### src/rtl/dmem_arbiter.sv
// Two-port arbiter for the single-port data memory: pipeline (A) over context-save unit (B), with a B starvation guard.
// Optional build macro DMEM_ARB_BOUND_CHECK_EN rejects 32-bit accesses at the last word address.
module dmem_arbiter #(
  parameter int STARVE_LIMIT = 4,
  parameter int CNT_W        = 3
) (
  input  logic        clk,
  input  logic        reset_b,
  input  logic        i_a_req,
  input  logic        i_a_we,
  input  logic        i_a_en32,
  input  logic [19:0] i_a_addr,
  input  logic [31:0] i_a_wdata,
  output logic        o_a_gnt,
  output logic        o_a_rvalid,
  output logic [31:0] o_a_rdata,
  output logic        o_a_err,
  input  logic        i_b_req,
  input  logic        i_b_we,
  input  logic        i_b_en32,
  input  logic [19:0] i_b_addr,
  input  logic [31:0] i_b_wdata,
  output logic        o_b_gnt,
  output logic        o_b_rvalid,
  output logic [31:0] o_b_rdata,
  output logic        o_b_err,
  output logic        o_mem_read,
  output logic        o_mem_write,
  output logic        o_mem_en32,
  output logic [19:0] o_mem_addr,
  output logic [31:0] o_mem_wdata,
  input  logic [31:0] i_mem_rdata,
  output logic        o_busy
);

  localparam logic [1:0] IDLE   = 2'd0;
  localparam logic [1:0] ISSUE  = 2'd1;
  localparam logic [1:0] RDWAIT = 2'd2;

  logic [1:0]       state;
  logic [CNT_W-1:0] starve_cnt;
  logic             cmd_we;
  logic             cmd_en32;
  logic [19:0]      cmd_addr;
  logic [31:0]      cmd_wdata;
  logic             owner_b;
  logic [31:0]      a_rdata_hold;
  logic [31:0]      b_rdata_hold;

  logic        b_wins;
  logic        any_req;
  logic        reject;
  logic        issue;
  logic        rdwait;
  logic [31:0] rd_data;

  assign any_req = i_a_req | i_b_req;
  assign b_wins  = i_b_req && (!i_a_req || (starve_cnt == CNT_W'(STARVE_LIMIT)));

`ifdef DMEM_ARB_BOUND_CHECK_EN
  // Upper half of a 32-bit access at the last address would fall outside memory.
  assign reject  = cmd_en32 && (cmd_addr == 20'hFFFFF);
  assign o_a_err = issue && !owner_b && reject;
  assign o_b_err = issue && owner_b && reject;
`else
  assign reject  = 1'b0;
  assign o_a_err = 1'b0;
  assign o_b_err = 1'b0;
`endif

  // Pulses are qualified by reset_b so an aborted access never shows a gnt or rvalid.
  assign issue   = (state == ISSUE) && reset_b;
  assign rdwait  = (state == RDWAIT) && reset_b;
  assign rd_data = reject ? 32'h0 : i_mem_rdata;

  always_ff @(posedge clk) begin
    if (!reset_b) begin
      state        <= IDLE;
      starve_cnt   <= '0;
      cmd_we       <= 1'b0;
      cmd_en32     <= 1'b0;
      cmd_addr     <= '0;
      cmd_wdata    <= '0;
      owner_b      <= 1'b0;
      a_rdata_hold <= '0;
      b_rdata_hold <= '0;
    end else begin
      case (state)
        IDLE: begin
          if (any_req) begin
            cmd_we    <= b_wins ? i_b_we    : i_a_we;
            cmd_en32  <= b_wins ? i_b_en32  : i_a_en32;
            cmd_addr  <= b_wins ? i_b_addr  : i_a_addr;
            cmd_wdata <= b_wins ? i_b_wdata : i_a_wdata;
            owner_b   <= b_wins;
            state     <= ISSUE;
            if (b_wins)
              starve_cnt <= '0;
            else if (i_b_req)
              starve_cnt <= starve_cnt + 1'b1;
          end
        end
        ISSUE:   state <= cmd_we ? IDLE : RDWAIT;
        RDWAIT: begin
          state <= IDLE;
          if (owner_b)
            b_rdata_hold <= rd_data;
          else
            a_rdata_hold <= rd_data;
        end
        default: state <= IDLE;
      endcase
    end
  end

  assign o_mem_read  = issue && !cmd_we && !reject;
  assign o_mem_write = issue && cmd_we && !reject;
  assign o_mem_en32  = cmd_en32;
  assign o_mem_addr  = cmd_addr;
  assign o_mem_wdata = cmd_wdata;

  assign o_a_gnt    = issue && !owner_b;
  assign o_b_gnt    = issue && owner_b;
  assign o_a_rvalid = rdwait && !owner_b;
  assign o_b_rvalid = rdwait && owner_b;
  assign o_a_rdata  = (rdwait && !owner_b) ? rd_data : a_rdata_hold;
  assign o_b_rdata  = (rdwait && owner_b) ? rd_data : b_rdata_hold;
  assign o_busy     = (state != IDLE);

endmodule

### config.mk
export PLATFORM = sky130hd
export DESIGN_NAME = dmem_arbiter
export DESIGN_NICKNAME = d
export VERILOG_FILES = /design/src/rtl/dmem_arbiter.sv
export SDC_FILE = /design/constraint.sdc
export NUM_CORES = 1
export LEC_CHECK = 0
export ABC_AREA = 1
export CAP_MARGIN = 20
export CORE_MARGIN = 1
export CORE_UTILIZATION = 35
export CTS_CLUSTER_DIAMETER = 150
export DETAILED_ROUTE_END_ITERATION = 7
export PLACE_DENSITY = 0.82
export SLEW_MARGIN = 25
export SYNTH_ARGS = -nofsm -noshare
export SYNTH_HDL_FRONTEND = slang
export SYNTH_SLANG_ARGS = --single-unit
### constraint.sdc
create_clock -name clk -period 2.4 [get_ports clk]
set_input_delay 0.36 -clock clk [delete_from_list [all_inputs] [get_ports clk]]
set_output_delay 0.36 -clock clk [all_outputs]
set_load 0.02 [all_outputs]
# [Word level (Yosys, flattened, before mapping)]
# Cells that the tools add are included.
# Widths: inputs -> output; s select.
[totals] wordCells=47 register_bits=124 output_inout_bits=126
[classes] eq_ne=4 addsub=1 bitwise=2 n_reduce_logical=20 mux=11
[op_table] operator="$mux 32" count=3
[op_table] operator="$mux 20" count=1
[op_table] operator="$logic_and 1x1->1" count=9
[op_table] operator="$mux 3" count=2
[op_table] operator="$reduce_and 2->1" count=3
[op_table] operator="$mux 2" count=2
[op_table] operator="$pmux 2 s2" count=1
[op_table] operator="$reduce_bool 2->1" count=2
[op_table] operator="$add 3x1->3 const B" count=1
[op_table] operator="$eq 3x3->1 const B" count=1
[op_table] operator="$logic_not 1->1" count=3
[op_table] operator="$reduce_and 3->1" count=1
[op_table] operator="$eq 2x1->1 const B" count=1
[op_table] operator="$eq 2x2->1 const B" count=1
[op_table] operator="$logic_not 2->1" count=1
[op_table] operator="$mux 1" count=2
[op_table] operator="$ne 2x2->1 const B" count=1
[op_table] operator="$logic_or 1x1->1" count=1
[op_table] operator="$not 1->1" count=1
[op_table] operator="$or 1x1->1" count=1

# [Logic depth before layout (Yosys ltp)]
[logic_depth] depth_word=5 ltp_mapped=10

# [Worst setup path before layout]
# OpenSTA, ideal clock, no wires.
[synth_path] path_type="register to output" from="register state[0]" to="output o_b_rdata[12]" path_stages_with_launch=7 required_ns=2.040 slack_ns=0.679 arrival_time_ns=1.361 path_buffers=2 path_cell_list="dfxtp_1 -> nor2_2 -> nand2_1 -> nor2_2 -> buf_4 -> buf_2 -> o21ai_0"
[synth_via] elab_chain_len=4
[synth_rtl] item="start: declaration" line_no="40" source="logic [1:0] state;"
[synth_rtl] item="start signal: assignment" line_no="103" source="ISSUE: state <= cmd_we ? IDLE : RDWAIT;"
[synth_rtl] item="$eq 2x2->1" line_no="73" source="assign rdwait = (state == RDWAIT) && reset_b;"
[synth_rtl] item="$logic_and 1x1->1" line_no="73"
[synth_rtl] item="$logic_and 1x1->1" line_no="127" source="assign o_b_rdata = (rdwait && owner_b) ? rd_data : b_rdata_hold;"
[synth_rtl] item="$mux 32" line_no="127"
[synth_rtl] item="end: declaration" line_no="25" source="output logic [31:0] o_b_rdata,"
# No other way between the ends.

# [Final worst setup path]
[layout_path] from="register state[1]" to="output o_b_rdata[0]"
# The elaborated chain is that of the path after synthesis.

==> reports/summary.txt <==
Initial antenna violation count: 0
Pins Over Slew Limit: 0
Total grt overflow: 0
Final setup vio count: 0
HP Class: input port to flop
Final HPWL DP: 11.9 mm
Worst hold slack: 364 ps
HP Start: reset_b
GPL Wtd Cong: 0.851
Clk slew on worst S/H paths: 50 ps
CP Launch Type: flop
Cells on worst reg2reg path: 7
Pin count of the biggest net entering global routing: 114
Post-Synthesis Cells: 869
Power per Cell Area: 701 nW/µm²
Worst R2R End: o_mem_addr[8]$_SDFFE_PN0P_
Die X: 131 µm
Switching pwr: 1760 µW
CTS Buf Count: 17
Nets@finish: 1254
Antenna diodes: 0
Required time worst endpoint: 2040 ps
Via count: 6232
Hold endpoint: state[1]$_SDFFE_PN0P_
Vias in the first global route: 5840
Final worst path period share: 95.2%
WL/cell: 13.2 µm
# rows: 46
Place WS: 169 ps
Final Hold Violating Endpoints: 0
Clock Power Share: 44.8%
Skew final: 10.5 ps
Final WS setup: 116 ps
Cell Count, Final, Fillers Out: 1337
Leak pwr: 0.00390 µW
Synth Register Bits: 124
Htree depth: 4
Hold path depth: 3
Placed Instances: 1302
Post-DR vias/cell: 4.66
Fin crit period: 2280 ps
Internal power: 4560 µW
Initial Util: 36.4%
Die Height: 131 µm
Critical path type: flop to output port
# hold bufs at CTS: 0
Die area: 17200 µm²
Avg Cell Area, Syn: 6.72 µm²
Flop pwr share: 35.7%
Status: finished, final reports clean
Slew headroom: 63.7%
Core area: 16100 µm²
Slowest cell delay on critical path: 380 ps
I/O pins: 270
Max clock buf depth: 2
FF-to-FF Start: state[1]$_SDFFE_PN0P_
Clock latency at the later pin of the worst-skew pair: 410 ps
Sequential fraction of the synthesis area: 42.5%
Slowest CP cell: dfxtp_1
Post-Syn Area: 5840 µm²
Root Driver: clkbuf_16
Initial drt markers: 307
Area after DPL: 8600 µm²
First-pass GRT wire length: 28.6 mm
DRC viols: 0
Post-DRT Antenna Nets: 0
Max Freq: 438 MHz
Number of warning messages in the yosys log: 0
Routed WL: 17.7 mm
Port Buf Inserts: 267
Switching share of power: 27.9%
Cells along the critical path: inv_2 -> nor2_2 -> nand2_1 -> nor2_4 -> buf_12 -> nand2_1 -> o21ai_0 -> clkdlybuf4s15_1
Overall Global Routing Usage: 20.6%
Design Area, Final: 9010 µm²
Crit path max fanout: 33
RSZ-0062 raised after global routing: yes
Critical path arrival: 1920 ps
Crit end category: output port
Slew at the pin with the worst max-slew slack: 545 ps
Maxcap violations: 0
CTS sink count: 124
Buffers and inverters on the worst path: 3
Worst path most repeated cell: nand2_1
Delay-heaviest family, CP: buffers and inverters
Area Growth Syn to Fin: 54.3%
Worst reg2reg setup slack: 900 ps
Pre-antenna DRT Iters: 5
Maximum VDD drop: 468 µV
Share of layout cells above drive strength 1: 10.3%
Netlist cell types: 20
Final setup TNS: 0 ps
CTS tree: yes
Gate power share: 19.5%
==> cells in the final DEF, fill, tap and decap left out, types with 10 or more instances in the layout <==
cell type	instances
clkdlybuf4s50_1	199
o21ai_0	161
nand2_1	129
inv_1	124
dfxtp_1	124
nor2_1	117
nand3_1	57
a21oi_1	57
clkbuf_2	53
o21ai_1	23
clkbuf_16	18
buf_4	10
==> registers in the layout, indices dropped and copies added, names as in the netlist <==
| name | count |
|---|---|
| a_rdata_hold | 32 |
| b_rdata_hold | 32 |
| o_mem_wdata | 32 |
| o_mem_addr | 20 |
| starve_cnt | 3 |
| state | 2 |
| cmd_we | 1 |
| o_mem_en32 | 1 |
| owner_b | 1 |
==> metal layers <==
metal  GRT usage, %  vias up  wire (µm)
met5              0        -          0
met4           6.27        0        291
met3           7.95       20       1550
met2           35.1      226       8190
met1           23.8     2745       7670
li1               -     3241          -
==> power groups by stage <==
stage | logic [µW] | registers (µW) | clock network (µW)
6_report | 1230 | 2260 | 2830
5_1_grt | 1350 | 2270 | 3000
4_1_cts | 1240 | 2260 | 2890
3_5_place_dp | 1260 | 2300 | 0
3_3_place_gp | 1250 | 2300 | 0
2_1_floorplan | 504 | 2420 | 0
==> synthesized netlist by cell type (all sizes together) <==
master,instances,area share (%)
conb,1,0.064
dfxtp,124,43
nor2,123,8.6
clkbuf,19,1.2
o21ai,184,16
buf,45,5.1
nand3,57,4.9
a21oi,57,4.9
inv,126,8.1
nand4,1,0.11
nand2,130,8.4
ha,2,0.43
==> worst max-delay path by stage <==
| stage | from | slack, ps | depth (start not counted) | to |
|---|---|---|---|---|
| finish | state[1]$_SDFFE_PN0P_ | 120 | 8 | o_b_rdata[0] |
| CTS | state[1]$_SDFFE_PN0P_ | -7 | 8 | o_b_rdata[8] |
| floorplan | state[0]$_SDFFE_PN0P_ | 680 | 6 | o_b_rdata[12] |
| global placement | reset_b | 190 | 7 | o_b_rdata[15] |
| global route | state[1]$_SDFFE_PN0P_ | -50 | 8 | o_b_rdata[0] |
| detailed placement | state[1]$_SDFFE_PN0P_ | 170 | 8 | o_b_rdata[19] |
==> stage by stage <==
| step | power [µW] | utilization, % |
|---|---|---|
| CTS | 6390 | 57.2 |
| detailed placement | 3560 | 53.6 |
| floorplan | 2930 | - |
| finish | 6320 | 56.1 |
| global route | 6620 | 56.1 |
| global placement | 3540 | 53.6 |
==> logic make-up (layout without fill, tap and decap cells) <==
kind of cell | Yosys count | after routing | share of synthesized area [%]
compound gates | 241 | 241 | 20.7
buf+inv | 190 | 441 | 14.4
simple gates | 311 | 311 | 21.9
other cells | 1 | 2 | 0.0642
fa+ha+maj | 2 | 2 | 0.429
flops | 124 | 124 | 42.5
==> layout make-up <==
type | count | area (µm²)
Clock buffer | 17 | 425
Clock inverter | 15 | 223
Tap cell | 216 | 270
Inverter | 126 | 473
Timing Repair Buffer | 283 | 2600
Sequential cell | 124 | 2480
Multi-Input combinational cell | 556 | 2540
Fill cell | 1501 | 7050
==> worst register-to-register path, stage by stage, from the launching register on <==
cell     delay, ps
dfxtp_1        340
nor2_4         190
inv_2          100
nor2_8         210
buf_12         270
nand2_1         90
nor2_1         160
nor2_1          60
==> timing repair <==
item                                   CTS  global route
setup endpoints to repair               65            61
endpoints found under the hold margin    0             0
buffers inserted                         0             1
gates cloned                             1             1
resized for setup                       76           159
(Power assumes the default switching activity.)
